[src/rtl/cbx_io_tile_cfg.sv]
// cbx_io_tile_cfg: perimeter connection block plus I/O tile. Channel pass-through, per-pad
// output select, and a counted serial config chain that commits into a shadow register.
`default_nettype none

module cbx_io_tile_cfg #(
  parameter int CHAN_W = 30,
  parameter int NUM_IO = 4,
  parameter int SEL_W  = 6
) (
  input  logic              prog_clk,
  input  logic              prog_reset,
  input  logic              ccff_head,
  input  logic              ccff_en,
  input  logic [CHAN_W-1:0] chanx_left_in,
  input  logic [CHAN_W-1:0] chanx_right_in,
  input  logic [NUM_IO-1:0] gfpga_pad_io_soc_in,
  input  logic              isol_n,
  output logic [CHAN_W-1:0] chanx_left_out,
  output logic [CHAN_W-1:0] chanx_right_out,
  output logic [NUM_IO-1:0] grid_inpad,
  output logic [NUM_IO-1:0] gfpga_pad_io_soc_out,
  output logic [NUM_IO-1:0] gfpga_pad_io_soc_dir,
  output logic              ccff_tail,
  output logic              cfg_done,
  output logic              cfg_valid
);

  localparam int FLD_W   = SEL_W + 1;
  localparam int CFG_LEN = NUM_IO * FLD_W;
  localparam int CNT_W   = (CFG_LEN > 1) ? $clog2(CFG_LEN) : 1;
  localparam int SRC_W   = 1 << SEL_W;

  typedef enum logic [1:0] {
    ST_UNCONF = 2'd0,
    ST_SHIFT  = 2'd1,
    ST_ACTIVE = 2'd2
  } state_e;

  state_e             state_q, state_d;
  logic [CFG_LEN-1:0] sr_q, sr_d, sr_shift;
  logic [CFG_LEN-1:0] shadow_q, shadow_d;
  logic [CNT_W-1:0]   cnt_q, cnt_d;
  logic               valid_q, valid_d;
  logic               done_q;
  logic               commit;
  logic [NUM_IO-1:0]  pad_out_q, pad_dir_q;
  logic [NUM_IO-1:0]  out_d, dir_d;
  logic [SRC_W-1:0]   src;

  assign chanx_left_out  = chanx_right_in;
  assign chanx_right_out = chanx_left_in;

  always_comb begin
    sr_shift = {sr_q[CFG_LEN-2:0], ccff_head};
    commit   = ccff_en && (cnt_q == CNT_W'(CFG_LEN - 1));
    sr_d     = ccff_en ? sr_shift : sr_q;
    shadow_d = commit ? sr_shift : shadow_q;
    cnt_d    = cnt_q;
    if (ccff_en) begin
      cnt_d = commit ? '0 : cnt_q + CNT_W'(1);
    end
  end

  always_comb begin
    state_d = state_q;
    valid_d = valid_q;
    case (state_q)
      ST_UNCONF: if (ccff_en) state_d = ST_SHIFT;
      ST_SHIFT: begin
        if (commit) begin
          state_d = ST_ACTIVE;
          valid_d = 1'b1;
        end
      end
      ST_ACTIVE: if (ccff_en) state_d = ST_SHIFT;
      default:   state_d = ST_UNCONF;
    endcase
  end

  // Zero-padded to 2^SEL_W so selects past the real tracks read 0 without a range check.
  always_comb begin
    src                 = '0;
    src[2*CHAN_W-1:0]   = {chanx_right_in, chanx_left_in};
  end

  for (genvar i = 0; i < NUM_IO; i++) begin : g_pad
    logic [SEL_W-1:0] sel;
    logic             dir;
    assign sel      = shadow_q[i*FLD_W +: SEL_W];
    assign dir      = shadow_q[i*FLD_W + SEL_W];
    assign out_d[i] = (isol_n && valid_q) ? src[sel] : 1'b0;
    assign dir_d[i] = (isol_n && valid_q) ? dir : 1'b1;
  end

  always_ff @(posedge prog_clk or negedge prog_reset) begin
    if (!prog_reset) begin
      state_q   <= ST_UNCONF;
      sr_q      <= '0;
      shadow_q  <= '0;
      cnt_q     <= '0;
      valid_q   <= 1'b0;
      done_q    <= 1'b0;
      pad_out_q <= '0;
      pad_dir_q <= '1;
    end else begin
      state_q   <= state_d;
      sr_q      <= sr_d;
      shadow_q  <= shadow_d;
      cnt_q     <= cnt_d;
      valid_q   <= valid_d;
      done_q    <= commit;
      pad_out_q <= out_d;
      pad_dir_q <= dir_d;
    end
  end

  assign gfpga_pad_io_soc_out = pad_out_q;
  assign gfpga_pad_io_soc_dir = pad_dir_q;
  // Reset is asynchronous, so the fabric input is forced low directly while it is held.
  assign grid_inpad           = gfpga_pad_io_soc_in & pad_dir_q & {NUM_IO{prog_reset}};
  assign ccff_tail            = sr_q[CFG_LEN-1];
  assign cfg_done             = done_q;
  assign cfg_valid            = valid_q;

endmodule

`default_nettype wire
[config.mk]
export PLATFORM = sky130hd
export DESIGN_NAME = cbx_io_tile_cfg
export DESIGN_NICKNAME = d
export VERILOG_FILES = /design/src/rtl/cbx_io_tile_cfg.sv
export SDC_FILE = /design/constraint.sdc
export NUM_CORES = 1
export LEC_CHECK = 0
export BUFFER_PORTS_ARGS = -buffer_cell sky130_fd_sc_hd__buf_4
export CORE_MARGIN = 1
export CORE_UTILIZATION = 42
export CTS_BUF_LIST = sky130_fd_sc_hd__clkbuf_8
export DETAILED_ROUTE_END_ITERATION = 12
export PLACE_DENSITY = 0.75
export SYNTH_ARGS = -nofsm -noshare
export SYNTH_HDL_FRONTEND = slang
export SYNTH_SLANG_ARGS = --single-unit
[constraint.sdc]
create_clock -name prog_clk -period 2.2 [get_ports prog_clk]
set_input_delay 0.44 -clock prog_clk [delete_from_list [all_inputs] [get_ports prog_clk]]
set_output_delay 0.44 -clock prog_clk [all_outputs]
set_load 0.01 [all_outputs]
-- Word level (Yosys, flattened, before mapping)
Index checks and enable logic that the tools add are counted.
- bitwise operators: 2
- add/sub/neg operators: 1
- multiply operators: 0
- equal/unequal tests: 5
- reductions and logical operators: 6
- div/mod/pow operators: 0
- $lt $le $gt $ge: 4
- shift-type cells: 0
- multiplexer cells: 20
- operators by type and width (operator ; number):
    $lt A6 B7 Y1 const B ; 4
    $bmux W1 S6 ; 4
    $mux W1 ; 12
    $and A4 B4 Y4 ; 2
    $add A5 B1 Y5 const B ; 1
    $eq A5 B5 Y1 const B ; 1
    $mux W5 ; 1
    $mux W2 ; 2
    $pmux W2 S2 ; 1
    $reduce_and A2 Y1 ; 2
    $eq A2 B1 Y1 const B ; 1
    $eq A2 B2 Y1 const B ; 1
    $logic_and A1 B1 Y1 ; 2
    $logic_not A2 Y1 ; 1
    $ne A2 B1 Y1 const B ; 1
    $ne A2 B2 Y1 const B ; 1
    $reduce_or A2 Y1 ; 1
- logic and storage cells: 46
- bits in latches: 0
- output and inout port bits: 75
- ROM bits: 0
- register bits: 73
- input port bits: 69
- memory bits (writable): 0
- memories: 0

-- Longest topological paths before layout
Gate-level depths: netlist (run 1).
- depth in word-level cells: 4
- mapped depth: 9
- depth with buffers taken out: 6

-- Worst setup path after synthesis (run 1)
No wires, ideal clock.
- kind: register -> register
- start point: register shadow_q[21]
- end point: register pad_out_q[3] (netlist: gfpga_pad_io_soc_out[3])
- period minus slack after synthesis: 1.816 ns
- data arrival time: 1.683 ns
- setup time: 0.133 ns
- setup slack: 0.384 ns
- required time: 2.067 ns
- stages on the path, launching flop included: 7
- path buffers: 1
- cells stage by stage: dfrtp_1 -> buf_2 -> mux4_2 -> mux2i_1 -> o21ai_0 -> a311oi_1 -> o32ai_1
- longest elaborated chain between the ends: 3
- ends and longest elaborated chain (what ; line ; source):
    start: declaration ; 41 ; logic [CFG_LEN-1:0] shadow_q, shadow_d;
    start signal: assignment ; 108 ; shadow_q <= shadow_d;
    $bmux W1 S6 ; 91 ; assign out_d[i] = (isol_n && valid_q) ? src[sel] : 1'b0;
    $mux W1 (implied by the code) ; 91 ;
    $mux W1 ; 91 ;
    via out_d[3] ; 47 ; logic [NUM_IO-1:0] out_d, dir_d;
    end signal: assignment ; 112 ; pad_out_q <= out_d;
    end: declaration ; 46 ; logic [NUM_IO-1:0] pad_out_q, pad_dir_q;
The timed path passes the listed nets, and every way through them passes these cells. The select of a mux whose other input is x is not followed.
A chain may end at the register's enable or synchronous reset.

-- Worst setup path in the final report (run 1)
- start point: register shadow_q[22]
- end point: register pad_out_q[3] (netlist: gfpga_pad_io_soc_out[3])
Same word-level chain as after synthesis.

==> results of run 1 <==
## per-stage QoR
step                cells  cell area, um2  util (%)  hold slack (ps)  power [uW]
finish                751            6480      51.6              319        5810
global route          751            6480      51.6              329        6130
CTS                   751            6470      51.5              326        5800
detailed placement    734            6240      49.7              335        4650
global placement      734            6240      49.7              332        4580
floorplan             490            5390         -              144        3870
## synth_stat cells, types with 3 or more instances
| master | number |
|---|---|
| sky130_fd_sc_hd__nand2_1 | 87 |
| sky130_fd_sc_hd__dfrtp_1 | 69 |
| sky130_fd_sc_hd__buf_4 | 61 |
| sky130_fd_sc_hd__mux4_2 | 40 |
| sky130_fd_sc_hd__mux2_2 | 30 |
| sky130_fd_sc_hd__mux2i_1 | 23 |
| sky130_fd_sc_hd__buf_2 | 18 |
| sky130_fd_sc_hd__mux4_1 | 12 |
| sky130_fd_sc_hd__nor2b_1 | 12 |
| sky130_fd_sc_hd__a22oi_1 | 10 |
| sky130_fd_sc_hd__clkbuf_1 | 10 |
| sky130_fd_sc_hd__nor3_1 | 10 |
| sky130_fd_sc_hd__nand2b_1 | 9 |
| sky130_fd_sc_hd__nor2_1 | 9 |
| sky130_fd_sc_hd__o21ai_0 | 8 |
| sky130_fd_sc_hd__inv_1 | 7 |
| sky130_fd_sc_hd__nand3_1 | 6 |
| sky130_fd_sc_hd__o21ai_1 | 6 |
| sky130_fd_sc_hd__buf_1 | 5 |
| sky130_fd_sc_hd__a31oi_1 | 4 |
| sky130_fd_sc_hd__and3_1 | 4 |
| sky130_fd_sc_hd__buf_6 | 4 |
| sky130_fd_sc_hd__dfstp_2 | 4 |
| sky130_fd_sc_hd__o22ai_1 | 4 |
| sky130_fd_sc_hd__and2_1 | 3 |
| sky130_fd_sc_hd__nand4_1 | 3 |
## cell families (layout without fill, tap and decap cells)
group	count (synthesis)	after routing	synth area share, %
compound gates	50	50	6.62
mux	105	105	33.1
flops	73	73	34.0
fa+ha+maj	1	1	0.232
simple gates	154	154	13.3
xor+xnor	1	1	0.163
buf+inv	106	195	12.6
## tightest hold or removal path, delay by kind of cell
family	cells	cell delay (ps)
buf+inv	1	90
simple gates	2	100
## worst min-delay path by stage
stage                           from     endpoint  slack (ps)
final                      ccff_head  shadow_q[0]         320
after CTS                  ccff_head  shadow_q[0]         330
after detailed placement  prog_reset     sr_q[27]         330
after floorplan           prog_reset     cfg_done         140
after global placement    prog_reset     sr_q[27]         330
after global routing       ccff_head  shadow_q[0]         330
## cell type report
cell class | count | area [um2]
multi-input combinational | 311 | 2880
fill | 1124 | 6090
sequential | 73 | 1830
timing repair buffer | 171 | 1300
clock inverter | 7 | 96.3
inverter | 8 | 30.0
tap | 172 | 215
clock buffer | 9 | 124
## per-layer routing
| metal | GRT usage, % | share of wire [%] | vias to the layer above |
|---|---|---|---|
| li1 | - | - | 1905 |
| met1 | 30.1 | 40 | 2194 |
| met2 | 38.7 | 50 | 222 |
| met3 | 4.96 | 8.3 | 33 |
| met4 | 8.14 | 2.4 | 0 |
| met5 | 0 | 0 | - |
## cells in the final DEF (no fill, tap or decap), types with 3 or more instances in the layout
master / netlist / layout
sky130_fd_sc_hd__buf_4: 61 / 169
sky130_fd_sc_hd__nor2_1: 9 / 9
sky130_fd_sc_hd__nand4_1: 3 / 3
sky130_fd_sc_hd__clkbuf_8: 0 / 9
sky130_fd_sc_hd__dfrtp_1: 69 / 68
sky130_fd_sc_hd__nor3_1: 10 / 10
sky130_fd_sc_hd__nand2b_1: 9 / 9
sky130_fd_sc_hd__o22ai_1: 4 / 4
sky130_fd_sc_hd__inv_1: 7 / 8
sky130_fd_sc_hd__and3_1: 4 / 4
sky130_fd_sc_hd__o21ai_0: 8 / 8
sky130_fd_sc_hd__dfstp_2: 4 / 4
sky130_fd_sc_hd__mux4_2: 40 / 40
sky130_fd_sc_hd__and2_1: 3 / 3
sky130_fd_sc_hd__nand2_1: 87 / 87
sky130_fd_sc_hd__nor2b_1: 12 / 12
sky130_fd_sc_hd__mux2i_1: 23 / 23
sky130_fd_sc_hd__mux4_1: 12 / 12
sky130_fd_sc_hd__a31oi_1: 4 / 4
sky130_fd_sc_hd__mux2_2: 30 / 30
sky130_fd_sc_hd__o21ai_1: 6 / 6
sky130_fd_sc_hd__nand3_1: 6 / 6
sky130_fd_sc_hd__a22oi_1: 10 / 10
## power breakdown
group	switching [uW]	total (uW)	leakage, uW	internal, uW
sequential	497	2250	0.000912	1750
clock	505	1140	0.000107	638
combinational	1040	2420	0.00196	1380
total	2040	5810	0.00297	3770
## registers in the layout, summed over array words and instances (netlist names)
name and flops:
gfpga_pad_io_soc_out 4, cfg_valid 1, cnt_q 5, gfpga_pad_io_soc_dir 4, cfg_done 1, shadow_q 28, state_q 2, sr_q 28
## timing repair
action | 4_1_cts | 5_1_grt
hold buffers | 1 | 0
hold endpoints to repair | 14 | 0
gates resized for setup | 0 | 2
setup endpoints to repair | 0 | 2
==> impl_metrics.toml, run 1 <==
[outcome]
outcome = "completed"

[worst_setup_path]
critical_path_required_ps = 2410
critPathArrivalTime_ps = 2300
worst-setup-path-type = "reg2reg"
reg2reg_to = "gfpga_pad_io_soc_out[3]"
critical_path_depth = 6
cp-start-kind = "flip-flop"
worst_path_dominant_cell_family = "compound AO/OA/AOI/OAI gates"
worstSetupEndpointType = "flip-flop"
flop_to_flop_setup_slack_ps = 110
worst-path-buf-inv = 1
r2r-start = "shadow_q[22]"
cp_cell_sequence = "buf_4, mux4_1, a22o_1, a31oi_1, o21a_1, o32ai_1"
critPathMaxStageDelay_ps = 570
crit_path_end = "gfpga_pad_io_soc_out[3]"
crit_start = "shadow_q[22]"
crit_fanout = 9
cp_slowest_cell = "sky130_fd_sc_hd__mux4_1"
r2r.worst_path.cells = 6

[sta]
timing.final.max_slew_violations = 0
final_worst_path_cycle_share_pct = 94.8
final_critical_path_setup_slack_ps = 115
setup-tns-final_ps = 0
max_slew.worst_pin.slew_ps = 688
setup_viol = 0
fmaxAchievable_mhz = 480
unrepaired_setup_endpoints_after_global_routing = "false"
period_minus_slack_ps = 2090
final_hold_viol_count = 0
max_slew_margin_pct = 54.1
timing.clock.skew_ps = 10.5

[global_route]
antenna_violations_before_repair = 0
gr-total-overflow = 0
first_global_vias = 4297
grt_first_pass_wirelength_um = 23300
grt_start_max_net_pins = 57
globalRouteTotalUtil_pct = 23.2

[logic_synthesis]
synth_top_cell_by_area = "sky130_fd_sc_hd__dfrtp_1"
number_of_synthesized_register_bits = 73
avg_cell_area_syn_um2 = 11.0
mappedNetlistArea_mm2 = 0.00539
synth.distinct_cells = 45
synth.yosys.seq_area_share_pct = 34.0
syn-num-nets = 560
synth_cells = 490
yosys_warnings = 0
synth-async-reset-ratio_pct = 100
ys_top_cells_by_area = "sky130_fd_sc_hd__dfrtp_1 (32%), sky130_fd_sc_hd__mux4_2 (17%), sky130_fd_sc_hd__buf_4 (8.5%)"
synth_enable_flop_cells = 0
portion_of_synthesized_cell_area_occupied_by_the_leading_cell_type_pct = 32.0
dominantRegCellSynth = "sky130_fd_sc_hd__dfrtp_1"

[detailed_routing]
route.final.wire_length_um = 14900
post_route_ant_nets = 0
vias = 4354
initialDrtViolationCount = 469
routed_wirelength_normalized_by_instance_count_um = 19.9
drc = 0
detailedRoute.firstPassIterationCount = 7
vias_per_cell = 5.80

[power]
power.static_leakage_uw = 0.00297
power.density_mw_per_mm2 = 896
power.ir.vdd_worst_uv = 328

[clock_tree]
cts.htree.levels = 3
clk_transition_reported_paths_ps = 70
cts_tree = "built"
clockRootBuffer = "sky130_fd_sc_hd__clkbuf_8"
post-cts-setup-buffer-count = 0
numClockSinks = 73
number_of_cts_inserted_buffers = 9
max-clock-path-buffers = 2
clkLatencyLatePin_ps = 350

[placement]
port-buffer-count = 143
dp_hpwl_um = 11300
placement.setup.worst_slack_ps = 105
globalplace.congestion = 0.968

[floorplanning]
design.die.area_mm2 = 0.0133
boundaryPins = 144
floorplan.rows = 41
die_height_um = 115
floorplan.core_area_mm2 = 0.0126
start_util_pct = 42.9
die_width_um = 115

[finish]
fraction_of_final_layout_cells_sized_beyond_drive_strength_1_pct = 45.6
antenna-diode-count = 0
layout-area-overhead-vs-synth_pct = 20.3
nets = 644

[flow_run]
number_of_max_cap_violations = 0

[worst_hold_path]
hold_path.class = "in2reg"
hold_depth = 3
Note: power is estimated with default switching activity, not from simulation.
==> run 2, diff against run 1 <==
--- a/config.mk
+++ b/config.mk
@@ -11,6 +11,7 @@
 export CTS_BUF_LIST = sky130_fd_sc_hd__clkbuf_8
 export DETAILED_ROUTE_END_ITERATION = 12
 export PLACE_DENSITY = 0.75
+export SETUP_SLACK_MARGIN = 0.2
 export SYNTH_ARGS = -nofsm -noshare
 export SYNTH_HDL_FRONTEND = slang
 export SYNTH_SLANG_ARGS = --single-unit
==> run 2 against run 1 <==
Sequential share of layout area is 0.16 points lower. Setup slack better by 99 ps. Largest power group unchanged. Cell count is 0.80% higher. Global-route usage hardly changed. Sequential power hardly changed. Highest routed layer unchanged.
==> impl_metrics.toml, run 2 (same netlist as run 1, synthesis figures left out) <==
[clock_tree]
numClockSinks = 73
clkLatencyLatePin_ps = 350
clk_transition_reported_paths_ps = 80
number_of_cts_inserted_buffers = 9
max-clock-path-buffers = 2
cts.htree.levels = 3
cts_tree = "built"
clockRootBuffer = "sky130_fd_sc_hd__clkbuf_8"

[finish]
layout-area-overhead-vs-synth_pct = 21.4
nets = 650
fraction_of_final_layout_cells_sized_beyond_drive_strength_1_pct = 47.9
mostFrequentLayoutCell = "sky130_fd_sc_hd__buf_4"
fillCellCount = 1120
antenna-diode-count = 0
layout_top_registers = "shadow_q: 28 flops, sr_q: 28 flops, cnt_q: 5 flops"
mostFrequentLayoutCells = "sky130_fd_sc_hd__buf_4 (172), sky130_fd_sc_hd__nand2_1 (87), sky130_fd_sc_hd__dfrtp_1 (63)"

[worst_setup_path]
critical_path_required_ps = 2440
flop_to_flop_setup_slack_ps = 210
r2r.worst_path.cells = 5
critPathArrivalTime_ps = 2220
worst-setup-path-type = "reg2reg"
reg2reg_to = "gfpga_pad_io_soc_out[0]"
worstSetupEndpointType = "flip-flop"
r2r-start = "shadow_q[0]"
crit_fanout = 6
cp-start-kind = "flip-flop"

[power]
p_sw_share_pct = 35.0
power.density_mw_per_mm2 = 901
power.switching_uw = 2060
power.clock.fraction_pct = 19.4
internal_power_consumption_uw = 3830
power_frac_seq_pct = 38.1
power.combinational.fraction_pct = 42.4
power.ir.vdd_worst_uv = 328
power.static_leakage_uw = 0.00299

[sta]
final_worst_path_cycle_share_pct = 90.3
fmaxAchievable_mhz = 503
period_minus_slack_ps = 1990
timing.final.max_slew_violations = 0
fin_worst_hold_slack_ps = 66.9
setup-tns-final_ps = 0
max_slew.worst_pin.slew_ps = 692
unrepaired_setup_endpoints_after_global_routing = "true"
timing.clock.skew_ps = 12.0
setup_viol = 0
max_slew_margin_pct = 53.9
final_hold_viol_count = 0

[global_route]
gr-total-overflow = 0
globalRouteTotalUtil_pct = 23.2
grt_first_pass_wirelength_um = 23300
antenna_violations_before_repair = 0
first_global_vias = 4300
grt_start_max_net_pins = 57

[detailed_routing]
post_route_ant_nets = 0
wirelength_met1_um = 6180
route.top_layer_used = "met4"
routed_wirelength_normalized_by_instance_count_um = 20.0
vias_per_cell = 5.81
detailedRoute.firstPassIterationCount = 6
route.final.wire_length_um = 15100
routed-wl-met3_um = 1120
vias = 4396
route.met2.wl_um = 7450
drc = 0
initialDrtViolationCount = 536

[floorplanning]
die_height_um = 115
floorplan.rows = 41
floorplan.core_area_mm2 = 0.0126
boundaryPins = 144
design.die.area_mm2 = 0.0133
die_width_um = 115
start_util_pct = 42.9

[placement]
port-buffer-count = 143
globalplace.congestion = 0.968
dp_hpwl_um = 11300

[flow_run]
number_of_max_cap_violations = 0

[outcome]
outcome = "completed"

[worst_hold_path]
hold_path.class = "in2async"
[run 2: cell types whose count changed in the layout (fill, tap and decap cells not counted), sizes merged]
cell	delta
buf	+6
[run 2: power groups by stage]
stage | logic, uW | registers (uW) | clock network (uW)
after floorplan | 1880 | 1990 | 0
after global placement | 2350 | 2240 | 0
after detailed placement | 2390 | 2260 | 0
after CTS | 2400 | 2240 | 1160
after global routing | 2690 | 2310 | 1220
final | 2500 | 2250 | 1150
[run 2: cell type report]
| class | instances | area [um2] | area share, % |
|---|---|---|---|
| Multi-Input combinational cell | 311 | 2870 | 43.9 |
| Timing Repair Buffer | 177 | 1360 | 20.8 |
| Clock inverter | 7 | 96.3 | 1.47 |
| Sequential cell | 73 | 1840 | 28.1 |
| Clock buffer | 9 | 124 | 1.89 |
| Tap cell | 172 | 215 | 3.29 |
| Inverter | 8 | 30.0 | 0.459 |
[run 2: how the worst max path moves through the flow]
stage | depth (start not counted) | from | to
after floorplan | 6 | shadow_q[21] | gfpga_pad_io_soc_out[3]
after global placement | 5 | shadow_q[0] | gfpga_pad_io_soc_out[0]
after detailed placement | 5 | shadow_q[0] | gfpga_pad_io_soc_out[0]
after CTS | 5 | shadow_q[0] | gfpga_pad_io_soc_out[0]
after global routing | 6 | shadow_q[22] | gfpga_pad_io_soc_out[3]
final | 5 | shadow_q[0] | gfpga_pad_io_soc_out[0]
[run 2: critical path: stages, from the launching register on]
cell,delay (ps)
sky130_fd_sc_hd__dfrtp_2,460
sky130_fd_sc_hd__mux4_2,520
sky130_fd_sc_hd__mux2_2,270
sky130_fd_sc_hd__o211ai_1,250
sky130_fd_sc_hd__a31oi_1,160
sky130_fd_sc_hd__a31o_1,220
[run 2: metal layers]
layer | track usage (%) | vias up
met2 | 38.8 | 215
met5 | 0 | -
li1 | - | 1915
met3 | 4.96 | 34
met4 | 8.14 | 0
met1 | 30.1 | 2232
[run 2: what timing repair did]
action                                  CTS  global route
endpoints found under the setup margin    4             4
resized for setup                         5            12
hold buffers                              1             0
setup buffers                             0             6
endpoints found under the hold margin    14             0
pin swaps                                 0             2
[run 2: stage by stage]
stage	cells	power [uW]	setup slack (ps)	util (%)	area, um2
after detailed placement	734	4650	105	49.7	6240
after floorplan	490	3870	384	-	5390
after global placement	734	4580	158	49.7	6240
after global routing	757	6220	156	52.0	6540
final	757	5890	213	52.0	6540
after CTS	751	5800	208	51.6	6480
==> run 3, diff against run 2 <==
--- a/config.mk
+++ b/config.mk
@@ -5,12 +5,14 @@
 export SDC_FILE = /design/constraint.sdc
 export NUM_CORES = 1
 export LEC_CHECK = 0
+export ABC_AREA = 1
 export BUFFER_PORTS_ARGS = -buffer_cell sky130_fd_sc_hd__buf_4
 export CORE_MARGIN = 1
 export CORE_UTILIZATION = 42
 export CTS_BUF_LIST = sky130_fd_sc_hd__clkbuf_8
 export DETAILED_ROUTE_END_ITERATION = 12
-export PLACE_DENSITY = 0.75
+export GPL_TIMING_DRIVEN = 0
+export PLACE_DENSITY = 0.74
 export SETUP_SLACK_MARGIN = 0.2
 export SYNTH_ARGS = -nofsm -noshare
 export SYNTH_HDL_FRONTEND = slang
==> run 3 against run 2 <==
Fmax rose by 3.3%. Worst hold slack got worse by 16 ps. Critical path type unchanged. Setup slack improved by 64 ps. Synthesized cell count grew 92%. First-iteration DRC count increased by 57%. Sequential cell count did not move. Register-to-register slack better by 60 ps. Largest power group unchanged. Via count rose by 49%. Die area increased by 8.2%. Highest routed layer unchanged. Sequential power shrank 11%. Area after synthesis up 8.3%. Wire length up 28%.
==> impl_metrics.toml, run 3 <==
[outcome]
outcome = "completed"

[logic_synthesis]
synth-async-reset-ratio_pct = 100
portion_of_synthesized_cell_area_occupied_by_the_leading_cell_type_pct = 29.6
yosys_warnings = 0
yosys-top-cells-count = "sky130_fd_sc_hd__nand2_1 (342), sky130_fd_sc_hd__nand3_1 (188), sky130_fd_sc_hd__inv_1 (105)"
synth_cells = 941
ys_top_cells_by_area = "sky130_fd_sc_hd__dfrtp_1 (30%), sky130_fd_sc_hd__nand2_1 (22%), sky130_fd_sc_hd__nand3_1 (16%)"
count_leader_synth = "sky130_fd_sc_hd__nand2_1"
synth_enable_flop_cells = 0
synth.yosys.seq_area_share_pct = 31.4
dominantRegCellSynth = "sky130_fd_sc_hd__dfrtp_1"
avg_cell_area_syn_um2 = 6.20
synth.distinct_cells = 24
synth_top_cell_by_area = "sky130_fd_sc_hd__dfrtp_1"
mappedNetlistArea_mm2 = 0.00584
syn-num-nets = 1011
number_of_synthesized_register_bits = 73

[sta]
period_minus_slack_ps = 1920
setup_viol = 0
timing.clock.skew_ps = 8.55
final_worst_path_cycle_share_pct = 87.4
max_slew_margin_pct = 54.6
final_hold_viol_count = 0
max_slew.worst_pin.slew_ps = 681
timing.final.max_slew_violations = 0
fmaxAchievable_mhz = 520
unrepaired_setup_endpoints_after_global_routing = "false"
setup-tns-final_ps = 0

[detailed_routing]
vias_per_cell = 5.15
route.met2.wl_um = 9090
vias = 6569
detailedRoute.firstPassIterationCount = 6
routed_wirelength_normalized_by_instance_count_um = 15.1
routed-wl-met3_um = 1760
route.final.wire_length_um = 19300
drc = 0
initialDrtViolationCount = 844
wirelength_met1_um = 7730
post_route_ant_nets = 0
route.top_layer_used = "met4"

[power]
post_route_total_power_uw = 7140
power.static_leakage_uw = 0.00393
power.density_mw_per_mm2 = 974
power.ir.vdd_worst_uv = 673

[worst_setup_path]
cp-start-kind = "flip-flop"
r2r.worst_path.cells = 8
r2r-start = "shadow_q[14]"
worst_path_dominant_cell_family = "buffers and inverters"
cp_cell_sequence = "buf_4, clkbuf_1, o211ai_1, nand3_1, nand3_1, nand2_1, nand3_1, a21oi_1"
worst-setup-path-type = "reg2reg"
worst-path-buf-inv = 2
critPathArrivalTime_ps = 2140
crit_fanout = 10
cp_slowest_cell = "sky130_fd_sc_hd__clkbuf_1"
reg2reg_to = "gfpga_pad_io_soc_out[2]"
cpMostUsedCell = "sky130_fd_sc_hd__nand3_1"
critPathMaxStageDelay_ps = 510
flop_to_flop_setup_slack_ps = 280
critical_path_depth = 8
critical_path_required_ps = 2420
worstSetupEndpointType = "flip-flop"

[clock_tree]
clk_transition_reported_paths_ps = 80
numClockSinks = 73
clockRootBuffer = "sky130_fd_sc_hd__clkbuf_8"
number_of_cts_inserted_buffers = 9
cts.htree.levels = 3
max-clock-path-buffers = 2
clkLatencyLatePin_ps = 350
cts_tree = "built"
hold_buffers = 0

[finish]
nets = 1164
fraction_of_final_layout_cells_sized_beyond_drive_strength_1_pct = 24.9
final_util_pct = 54.8
mostFrequentLayoutCells = "sky130_fd_sc_hd__nand2_1 (342), sky130_fd_sc_hd__buf_4 (209), sky130_fd_sc_hd__nand3_1 (188)"
mostFrequentLayoutCell = "sky130_fd_sc_hd__nand2_1"
design_area_mm2 = 0.00734
ff_latch_area_mm2 = 0.00183
fillCellCount = 1399
antenna-diode-count = 0
layout_top_registers = "shadow_q: 28 flops, sr_q: 28 flops, cnt_q: 5 flops"
multi_input_area_mm2 = 0.00281
layout-area-overhead-vs-synth_pct = 25.7

[floorplanning]
floorplan.core_area_mm2 = 0.0134
die_width_um = 120
floorplan.rows = 42
die_height_um = 120
boundaryPins = 144
start_util_pct = 43.6
design.die.area_mm2 = 0.0144

[placement]
port-buffer-count = 142
dp_hpwl_um = 14800
globalplace.congestion = 1.00
placed_cell_area_mm2 = 0.00712

[global_route]
first_global_vias = 5899
antenna_violations_before_repair = 0
grt_start_max_net_pins = 75
globalRouteTotalUtil_pct = 27.1
grt_first_pass_wirelength_um = 30400
gr-total-overflow = 0

[flow_run]
number_of_max_cap_violations = 0

[worst_hold_path]
hold_path.class = "in2async"
[run 3: changes by cell type in the layout (fill, tap and decap cells not counted), sizes merged, moves of 10 or more]
cell	before	now
a21oi	0	18
a22oi	10	0
buf	176	240
clkbuf	9	24
inv	9	113
mux2	30	0
mux2i	23	0
mux4	52	0
nand2	87	343
nand3	6	188
nor2b	12	0
o21ai	14	59
[run 3: through the flow]
step	instances	setup WS, ps	hold slack, ps
after floorplan	941	772	144
after global placement	1259	4.52	453
after detailed placement	1259	5.00	455
after CTS	1275	250	113
after global routing	1275	214	82.2
final	1275	277	50.5
[run 3: how the worst max path moves through the flow]
| stage | start | end |
|---|---|---|
| 6_report | shadow_q[14] | gfpga_pad_io_soc_out[2] |
| 5_1_grt | shadow_q[7] | gfpga_pad_io_soc_out[1] |
| 4_1_cts | prog_reset | grid_inpad[0] |
| 3_5_place_dp | prog_reset | grid_inpad[3] |
| 3_3_place_gp | prog_reset | grid_inpad[3] |
| 2_1_floorplan | ccff_en | shadow_q[21] |
[run 3: metal layers]
layer,global-route usage [%],up-vias
met5,0,-
met4,10.9,0
met3,3.80,66
met2,44.3,349
met1,35.9,2947
li1,-,3207
[run 3: report_power, final]
group	switching [uW]	internal, uW	leakage, uW
Clock	493	555	0.0000985
Combinational	2590	1490	0.00289
Sequential	305	1700	0.000942
[run 3: cell type report]
cell class	count	share of cell area (%)
plain buffers	112	10.5
clock buffers	10	1.88
clock inverters	6	0.921
inverters	113	5.78
multi-input cells	643	38.3
flip-flops and latches	73	25.0
well taps	176	3.00
repair buffers	142	14.6
[run 3: what timing repair did]
item / 4_1_cts / 5_1_grt
endpoints found under the hold margin: 0 / 0
gates cloned: 0 / 0
endpoints found under the setup margin: 4 / 4
buffers inserted: 0 / 0
resized for setup: 1 / 2
[run 3: worst register-to-register path, stage by stage, from the launching register on]
cell and delay [ps]:
sky130_fd_sc_hd__dfrtp_1 320, sky130_fd_sc_hd__buf_4 140, sky130_fd_sc_hd__clkbuf_1 510, sky130_fd_sc_hd__o211ai_1 200
sky130_fd_sc_hd__nand3_1 110, sky130_fd_sc_hd__nand3_1 90, sky130_fd_sc_hd__nand2_1 80, sky130_fd_sc_hd__nand3_1 60
sky130_fd_sc_hd__a21oi_1 290
[run 3: cell families after synthesis]
logic type | Yosys count | synth area share (%)
DFF | 73 | 31.4
and+or+nand+nor | 559 | 40.6
adders and majority gates | 1 | 0.214
buffers and inverters | 225 | 20.4
AOI/OAI and AO/OA | 83 | 7.35
